<file path="config.mk">
export PLATFORM = sky130hd
export DESIGN_NAME = sensor_deglitch_flat
export DESIGN_NICKNAME = d
export VERILOG_FILES = /design/src/rtl/car_pkg.sv /design/src/rtl/sensor_deglitch_if.sv /design/src/rtl/deglitch_ch.sv /design/src/rtl/sensor_deglitch.sv /design/src/flat_wrapper.sv
export SDC_FILE = /design/constraint.sdc
export NUM_CORES = 1
export LEC_CHECK = 0
export ABC_AREA = 1
export BUFFER_PORTS_ARGS = -buffer_cell sky130_fd_sc_hd__buf_2
export CORE_UTILIZATION = 40
export CTS_BUF_LIST = sky130_fd_sc_hd__clkbuf_4 sky130_fd_sc_hd__clkbuf_8 sky130_fd_sc_hd__clkbuf_16
export CTS_CLUSTER_DIAMETER = 200
export DETAILED_ROUTE_END_ITERATION = 10
export MAX_ROUTING_LAYER = met4
export SYNTH_ARGS = -nofsm -noshare
export SYNTH_HDL_FRONTEND = slang
export SYNTH_SLANG_ARGS = --single-unit
</file>
<file path="constraint.sdc">
create_clock -name clk -period 2.8 [get_ports clk]
set_input_delay 0.14 -clock clk [delete_from_list [all_inputs] [get_ports clk]]
set_output_delay 0.14 -clock clk [all_outputs]
set_load 0.03 [all_outputs]
</file>
<file path="src/rtl/car_pkg.sv">
// Shared car constants: microsecond tick rate, default sensor hold times and
// sensor channel indices, plus the hold-time selector used by sensor_deglitch.
package car_pkg;

   localparam int unsigned CLK_PER_US   = 50;
   localparam int unsigned SHORT_US_DEF = 10000;
   localparam int unsigned LONG_US_DEF  = 100000;

   typedef enum logic [1:0] {
      CH_IR_LEFT   = 2'd0,
      CH_IR_CENTER = 2'd1,
      CH_IR_RIGHT  = 2'd2,
      CH_HALL      = 2'd3
   } sensor_ch_e;

   function automatic int unsigned holdTicks(input bit isLong,
                                             input int unsigned shortUs,
                                             input int unsigned longUs);
      return isLong ? longUs : shortUs;
   endfunction

endpackage

</file>
<file path="src/rtl/sensor_deglitch_if.sv">
// Sensor-side bundle of sensor_deglitch: tick strobe, raw and conditioned
// levels, edge strobes and the glitch-counter readout.
interface sensor_deglitch_if #(
   parameter int N      = 4,
   parameter int GCNT_W = 8,
   parameter int SEL_W  = (N > 1) ? $clog2(N) : 1
);

   logic              tick_us;
   logic [N-1:0]      in;
   logic [N-1:0]      out;
   logic [N-1:0]      rise;
   logic [N-1:0]      fall;
   logic              any_change;
   logic              glitch_clr;
   logic [SEL_W-1:0]  glitch_sel;
   logic [GCNT_W-1:0] glitch_cnt;

   modport master (
      output tick_us, in, glitch_clr, glitch_sel,
      input  out, rise, fall, any_change, glitch_cnt
   );

   modport slave (
      input  tick_us, in, glitch_clr, glitch_sel,
      output out, rise, fall, any_change, glitch_cnt
   );

endinterface

</file>
<file path="src/rtl/deglitch_ch.sv">
// One sensor channel: synchroniser, hold counter, edge strobes and, when
// SENSOR_DEGLITCH_GCNT_EN is defined, a saturating glitch counter.
module deglitch_ch
   import car_pkg::*;
#(
   parameter int unsigned H           = SHORT_US_DEF,
   parameter int          CNT_W       = 17,
   parameter int          SYNC_STAGES = 2,
   parameter bit          RESET_VAL   = 1'b0,
   parameter int          GCNT_W      = 8
) (
   input  logic              clk,
   input  logic              rst,
   input  logic              tick_us_i,
   input  logic              in_i,
   input  logic              glitch_clr_i,
   output logic              out_o,
   output logic              rise_o,
   output logic              fall_o,
   output logic              toggle_o,
   output logic [GCNT_W-1:0] gcnt_o
);

   localparam logic [CNT_W-1:0]       LAST     = CNT_W'(H - 1);
   localparam logic [SYNC_STAGES-1:0] SYNC_RST = {SYNC_STAGES{RESET_VAL}};

   logic [SYNC_STAGES-1:0] sync_q;
   logic                   sLevel;
   logic                   out_q, out_d;
   logic [CNT_W-1:0]       cnt_q, cnt_d;
   logic                   rise_q, rise_d;
   logic                   fall_q, fall_d;
   logic                   toggle;
   logic                   glitch;

   always_ff @(posedge clk or posedge rst) begin
      if (rst) sync_q <= SYNC_RST;
      else     sync_q <= {sync_q[SYNC_STAGES-2:0], in_i};
   end

   assign sLevel = sync_q[SYNC_STAGES-1];

   // Agreement with the output always wins, even on a tick that would finish the hold.
   always_comb begin
      cnt_d  = cnt_q;
      out_d  = out_q;
      toggle = 1'b0;
      glitch = 1'b0;
      if (sLevel == out_q) begin
         cnt_d  = '0;
         glitch = (cnt_q != '0);
      end else if (tick_us_i) begin
         if (cnt_q == LAST) begin
            cnt_d  = '0;
            out_d  = ~out_q;
            toggle = 1'b1;
         end else begin
            cnt_d = cnt_q + 1'b1;
         end
      end
   end

   assign rise_d = toggle & ~out_q;
   assign fall_d = toggle &  out_q;

   always_ff @(posedge clk or posedge rst) begin
      if (rst) begin
         out_q  <= RESET_VAL;
         cnt_q  <= '0;
         rise_q <= 1'b0;
         fall_q <= 1'b0;
      end else begin
         out_q  <= out_d;
         cnt_q  <= cnt_d;
         rise_q <= rise_d;
         fall_q <= fall_d;
      end
   end

   assign out_o    = out_q;
   assign rise_o   = rise_q;
   assign fall_o   = fall_q;
   assign toggle_o = toggle;

`ifdef SENSOR_DEGLITCH_GCNT_EN
   logic [GCNT_W-1:0] gcnt_q, gcnt_d;

   always_comb begin
      gcnt_d = gcnt_q;
      if (glitch_clr_i)                 gcnt_d = '0;
      else if (glitch && gcnt_q != '1)  gcnt_d = gcnt_q + 1'b1;
   end

   always_ff @(posedge clk or posedge rst) begin
      if (rst) gcnt_q <= '0;
      else     gcnt_q <= gcnt_d;
   end

   assign gcnt_o = gcnt_q;
`else
   logic unusedGlitch;
   assign unusedGlitch = ^{glitch, glitch_clr_i};
   assign gcnt_o       = '0;
`endif

endmodule

</file>
<file path="src/rtl/sensor_deglitch.sv">
// N-channel sensor conditioner: per-channel deglitchers, the any_change OR and
// the glitch readout mux (storage only when SENSOR_DEGLITCH_GCNT_EN is defined).
module sensor_deglitch
   import car_pkg::*;
#(
   parameter int          N           = 4,
   parameter int unsigned SHORT_US    = SHORT_US_DEF,
   parameter int unsigned LONG_US     = LONG_US_DEF,
   parameter logic [N-1:0] LONG_MASK  = 'b0110,
   parameter int          CNT_W       = 17,
   parameter int          SYNC_STAGES = 2,
   parameter logic [N-1:0] RESET_VAL  = '0,
   parameter int          GCNT_W      = 8
) (
   input logic               clk,
   input logic               rst,
   sensor_deglitch_if.slave  bus
);

   localparam int SEL_W = (N > 1) ? $clog2(N) : 1;

   logic [N-1:0]             outVec;
   logic [N-1:0]             riseVec;
   logic [N-1:0]             fallVec;
   logic [N-1:0]             toggleVec;
   logic [N-1:0][GCNT_W-1:0] gcnt;
   logic                     any_change_q;

   for (genvar i = 0; i < N; i++) begin : g_ch
      deglitch_ch #(
         .H           (holdTicks(LONG_MASK[i], SHORT_US, LONG_US)),
         .CNT_W       (CNT_W),
         .SYNC_STAGES (SYNC_STAGES),
         .RESET_VAL   (RESET_VAL[i]),
         .GCNT_W      (GCNT_W)
      ) u_ch (
         .clk          (clk),
         .rst          (rst),
         .tick_us_i    (bus.tick_us),
         .in_i         (bus.in[i]),
         .glitch_clr_i (bus.glitch_clr),
         .out_o        (outVec[i]),
         .rise_o       (riseVec[i]),
         .fall_o       (fallVec[i]),
         .toggle_o     (toggleVec[i]),
         .gcnt_o       (gcnt[i])
      );
   end

   // Registered from the same toggle terms as rise/fall so all strobes line up.
   always_ff @(posedge clk or posedge rst) begin
      if (rst) any_change_q <= 1'b0;
      else     any_change_q <= |toggleVec;
   end

   assign bus.out        = outVec;
   assign bus.rise       = riseVec;
   assign bus.fall       = fallVec;
   assign bus.any_change = any_change_q;

`ifdef SENSOR_DEGLITCH_GCNT_EN
   logic [GCNT_W-1:0] glitch_cnt_q, glitch_cnt_d;

   always_comb begin
      glitch_cnt_d = '0;
      if (int'(bus.glitch_sel) < N) glitch_cnt_d = gcnt[bus.glitch_sel];
   end

   always_ff @(posedge clk or posedge rst) begin
      if (rst) glitch_cnt_q <= '0;
      else     glitch_cnt_q <= glitch_cnt_d;
   end

   assign bus.glitch_cnt = glitch_cnt_q;
`else
   logic unusedReadout;
   assign unusedReadout  = ^{bus.glitch_sel, gcnt};
   assign bus.glitch_cnt = '0;
`endif

   logic [SEL_W-1:0] unusedSelWidth;
   assign unusedSelWidth = bus.glitch_sel;

endmodule

</file>
<file path="src/flat_wrapper.sv">
// flat-port wrapper written by rule: the top's interface ports become plain ports
module sensor_deglitch_flat import car_pkg::*;
#(
   parameter int          N           = 4,
   parameter int unsigned SHORT_US    = SHORT_US_DEF,
   parameter int unsigned LONG_US     = LONG_US_DEF,
   parameter logic [N-1:0] LONG_MASK  = 'b0110,
   parameter int          CNT_W       = 17,
   parameter int          SYNC_STAGES = 2,
   parameter logic [N-1:0] RESET_VAL  = '0,
   parameter int          GCNT_W      = 8
)
  (clk, rst, bus_tick_us, bus_in, bus_glitch_clr, bus_glitch_sel, bus_out, bus_rise, bus_fall, bus_any_change, bus_glitch_cnt);
  sensor_deglitch_if #(.N(N), .GCNT_W(GCNT_W)) bus_i ();
  input logic clk;
  input logic rst;
  input wire logic [$bits(bus_i.tick_us)-1:0] bus_tick_us;
  input wire logic [$bits(bus_i.in)-1:0] bus_in;
  input wire logic [$bits(bus_i.glitch_clr)-1:0] bus_glitch_clr;
  input wire logic [$bits(bus_i.glitch_sel)-1:0] bus_glitch_sel;
  output wire logic [$bits(bus_i.out)-1:0] bus_out;
  output wire logic [$bits(bus_i.rise)-1:0] bus_rise;
  output wire logic [$bits(bus_i.fall)-1:0] bus_fall;
  output wire logic [$bits(bus_i.any_change)-1:0] bus_any_change;
  output wire logic [$bits(bus_i.glitch_cnt)-1:0] bus_glitch_cnt;
  assign bus_i.tick_us = bus_tick_us;
  assign bus_i.in = bus_in;
  assign bus_i.glitch_clr = bus_glitch_clr;
  assign bus_i.glitch_sel = bus_glitch_sel;
  assign bus_out = bus_i.out;
  assign bus_rise = bus_i.rise;
  assign bus_fall = bus_i.fall;
  assign bus_any_change = bus_i.any_change;
  assign bus_glitch_cnt = bus_i.glitch_cnt;
  sensor_deglitch #(.N(N), .SHORT_US(SHORT_US), .LONG_US(LONG_US), .LONG_MASK(LONG_MASK), .CNT_W(CNT_W), .SYNC_STAGES(SYNC_STAGES), .RESET_VAL(RESET_VAL), .GCNT_W(GCNT_W)) u_core (.clk(clk), .rst(rst), .bus(bus_i));
endmodule
</file>
==> results.py <==
metrics = {
    "place": {
        "port_buffers": 19,
        "dp_hpwl_mm": 7.34,
        "place_ws_ns": 0.927,
        "gp_congestion": 0.877,
    },
    "power": {
        "switching_share": 0.223,
        "p_int_mw": 2.05,
        "irDropWorstVdd_v": 0.000232,
        "leakagePower_nw": 2.52,
        "power_frac_comb": 0.048,
        "pwr-share-seq": 0.499,
        "switchingPower_mw": 0.586,
        "p_per_area_nw_per_um2": 474,
        "p_clk_frac": 0.453,
    },
    "global_routing": {
        "grt_usage": 0.179,
        "grt_overflow": 0,
        "antenna_found_initial": 0,
        "grt_pass1_vias": 3904,
        "grt_pass1_wl_mm": 17.8,
        "grt_max_degree": 56,
    },
    "sta": {
        "drv_slew": 0,
        "final.period_utilization": 0.660,
        "worstMarginPinSlew_ns": 0.993,
        "hold_violations": 0,
        "post-route-min-period_ns": 1.85,
        "setup_violations": 0,
        "timing.fmax_mhz": 541,
        "setup_slack_ns": 0.952,
        "relSlewSlack": 0.335,
        "skew_ns": 0.00419,
        "tns_ns": 0,
        "rsz0062_at_grt": "no",
    },
    "final_layout": {
        "multi_input_area_sq_um": 2370,
        "final_cell_mix": "nand2_1 (200), dfrtp_1 (89), nor2_1 (75)",
        "nets": 698,
        "drive_gt1_frac": 0.100,
        "nFillCells": 1207,
        "area_delta_synth_final_pct": 10.3,
        "regArea_sq_um": 2230,
        "num_antenna_cells": 0,
        "mostFrequentLayoutCell": "nand2_1",
    },
    "critical_path": {
        "crit_chain": "or2_1 > nand2_1 > nor2_1 > inv_1 > o22ai_1",
        "crit_arrival_ns": 2.11,
        "worst_setup_path_start_kind": "register",
        "worstPathMaxFanout": 15,
        "cp-end-kind": "register",
        "criticalPathCategory": "reg2reg",
        "crit_family": "simple AND/OR/NAND/NOR gates",
        "cp.required_ns": 3.06,
        "crit_path_top_delay_cell": "nor2_1",
        "slowest_delay_ns": 0.77,
        "path_buf_inv": 1,
    },
    "clocking": {
        "htreeDepth": 3,
        "cts_sinks": 89,
        "postCtsSetupBuffers": 0,
        "cts_buffer_depth": 2,
        "clock_latency_ns": 0.34,
        "root_buffer": "clkbuf_16",
        "cts.repair.resized": 0,
        "cts_tree": "done",
        "cts_buffers": 9,
        "cts.clk_slew.worst_paths_ns": 0.06,
    },
    "floorplanning": {
        "core_area_sq_um": 12200,
        "initial_core_util": 0.414,
        "placementRows": 40,
        "die_area_sq_um": 13000,
        "die_w_microns": 114,
        "ios": 31,
        "dieHeight_microns": 114,
    },
    "routing": {
        "vias_per_cell": 4.75,
        "ant_nets": 0,
        "vias": 4065,
        "wirelength_mm": 10.1,
        "wl_per_cell_microns": 11.8,
        "dr.pass1.iters": 4,
        "drc_errors": 0,
        "dr.first_iter.drc_count": 218,
    },
    "hold_path": {
        "hold_path_class": "in2reg",
    },
    "flow_run": {
        "drv_cap": 0,
    },
    "synthesis": {
        "syn_area_per_cell_sq_um": 7.57,
        "synth_edf_count": 0,
        "ys.flop_type": "dfrtp_1",
        "async_flop_share": 1.00,
        "ys_seq_elements": 89,
        "syn_inst": 666,
        "syn_area_sq_um": 5040,
        "synth_cell_types": 33,
        "ys_seq_area_frac": 0.442,
        "yosys_warnings": 0,
    },
    "run_status": {
        "run_status": "finished clean",
    },
}
==> through the flow <==
| stage | cells | util | power, mW | hold slack [ns] | cell area [sq um] |
|---|---|---|---|---|---|
| floorplan | 673 | - | 1.43 | 0.171 | 5060 |
| global route | 855 | 0.457 | 2.74 | 0.305 | 5560 |
| CTS | 855 | 0.457 | 2.69 | 0.290 | 5560 |
| detailed placement | 836 | 0.429 | 1.46 | 0.240 | 5220 |
| finish | 855 | 0.457 | 2.63 | 0.288 | 5560 |
| global placement | 836 | 0.429 | 1.46 | 0.231 | 5220 |
==> tightest hold or removal path: stages <==
cell	delay, ns
buf_2	0.15
inv_2	0.18
o41ai_1	0.11
==> routing by layer <==
metal | routed length, microns | global-route usage
met3 | 358 | 0.0392
met2 | 4710 | 0.286
met4 | 167 | 0.0675
met5 | 0 | -
met1 | 4860 | 0.221
==> worst paths after layout <==
path / start / end / slack [ns] / cells past startpoint
worst max-delay path: u_core.g_ch[2].u_ch.out_o / u_core.g_ch[2].u_ch.cnt_q[8] / 0.95 / 5
worst min-delay path: bus_tick_us / u_core.g_ch[3].u_ch.cnt_q[2] / 0.29 / 3
worst max register to register: u_core.g_ch[2].u_ch.out_o / u_core.g_ch[2].u_ch.cnt_q[8] / 0.95 / 5
worst min register to register: u_core.g_ch[1].u_ch.sync_q[0] / u_core.g_ch[1].u_ch.sync_q[1] / 0.35 / 0
max in group asynchronous: rst / u_core.g_ch[0].u_ch.cnt_q[7] / 1.71 / 4
min in group asynchronous: rst / u_core.g_ch[1].u_ch.fall_o / 0.41 / 3
==> registers in the layout, indices dropped and copies added, names as in the netlist <==
register	flops
u_core.g_ch.u_ch.out_o	4
u_core.g_ch.u_ch.fall_o	4
u_core.g_ch.u_ch.rise_o	4
u_core.bus.any_change	1
u_core.g_ch.u_ch.sync_q	8
u_core.g_ch.u_ch.cnt_q	68
==> timing repair <==
| item | CTS | global route |
|---|---|---|
| endpoints found under the hold margin | 38 | 0 |
| hold buffers | 5 | 0 |
| setup endpoints to repair | 0 | 0 |
==> synth_stat cells (9+ instances only) <==
master | number | area share
nor2_1 | 75 | 0.056
o21ai_1 | 14 | 0.014
nand3_1 | 56 | 0.056
xor2_1 | 28 | 0.049
o21ai_0 | 20 | 0.020
o22ai_1 | 15 | 0.019
dfrtp_1 | 89 | 0.44
nand2_1 | 200 | 0.15
nand4_1 | 16 | 0.020
inv_1 | 68 | 0.051
nor2_2 | 9 | 0.011
buf_4 | 22 | 0.033
==> kinds of logic after synthesis <==
group / synth area share
AOI/OAI and AO/OA: 0.0710
xor gates and xnor gates: 0.0556
adders and majority gates: 0.00993
buffers and inverters: 0.0919
DFF: 0.442
other: 0.000744
and+or+nand+nor: 0.329
==> area by class of cell <==
class / instances / area share
flip-flops and latches: 89 / 0.401
well taps: 168 / 0.0378
repair buffers: 27 / 0.0324
multi-input cells: 484 / 0.427
clock inverters: 3 / 0.00766
clock buffers: 11 / 0.0444
inverters: 73 / 0.0495
==> power groups by stage <==
stage                     sequential, mW  clock (mW)  combinational, mW
after floorplan                     1.34           0             0.0987
after global placement              1.34           0              0.122
after detailed placement            1.34           0              0.124
after CTS                           1.31        1.25              0.130
after global routing                1.32        1.28              0.145
final                               1.32        1.19              0.126
Note: power is estimated with default switching activity, not from simulation.
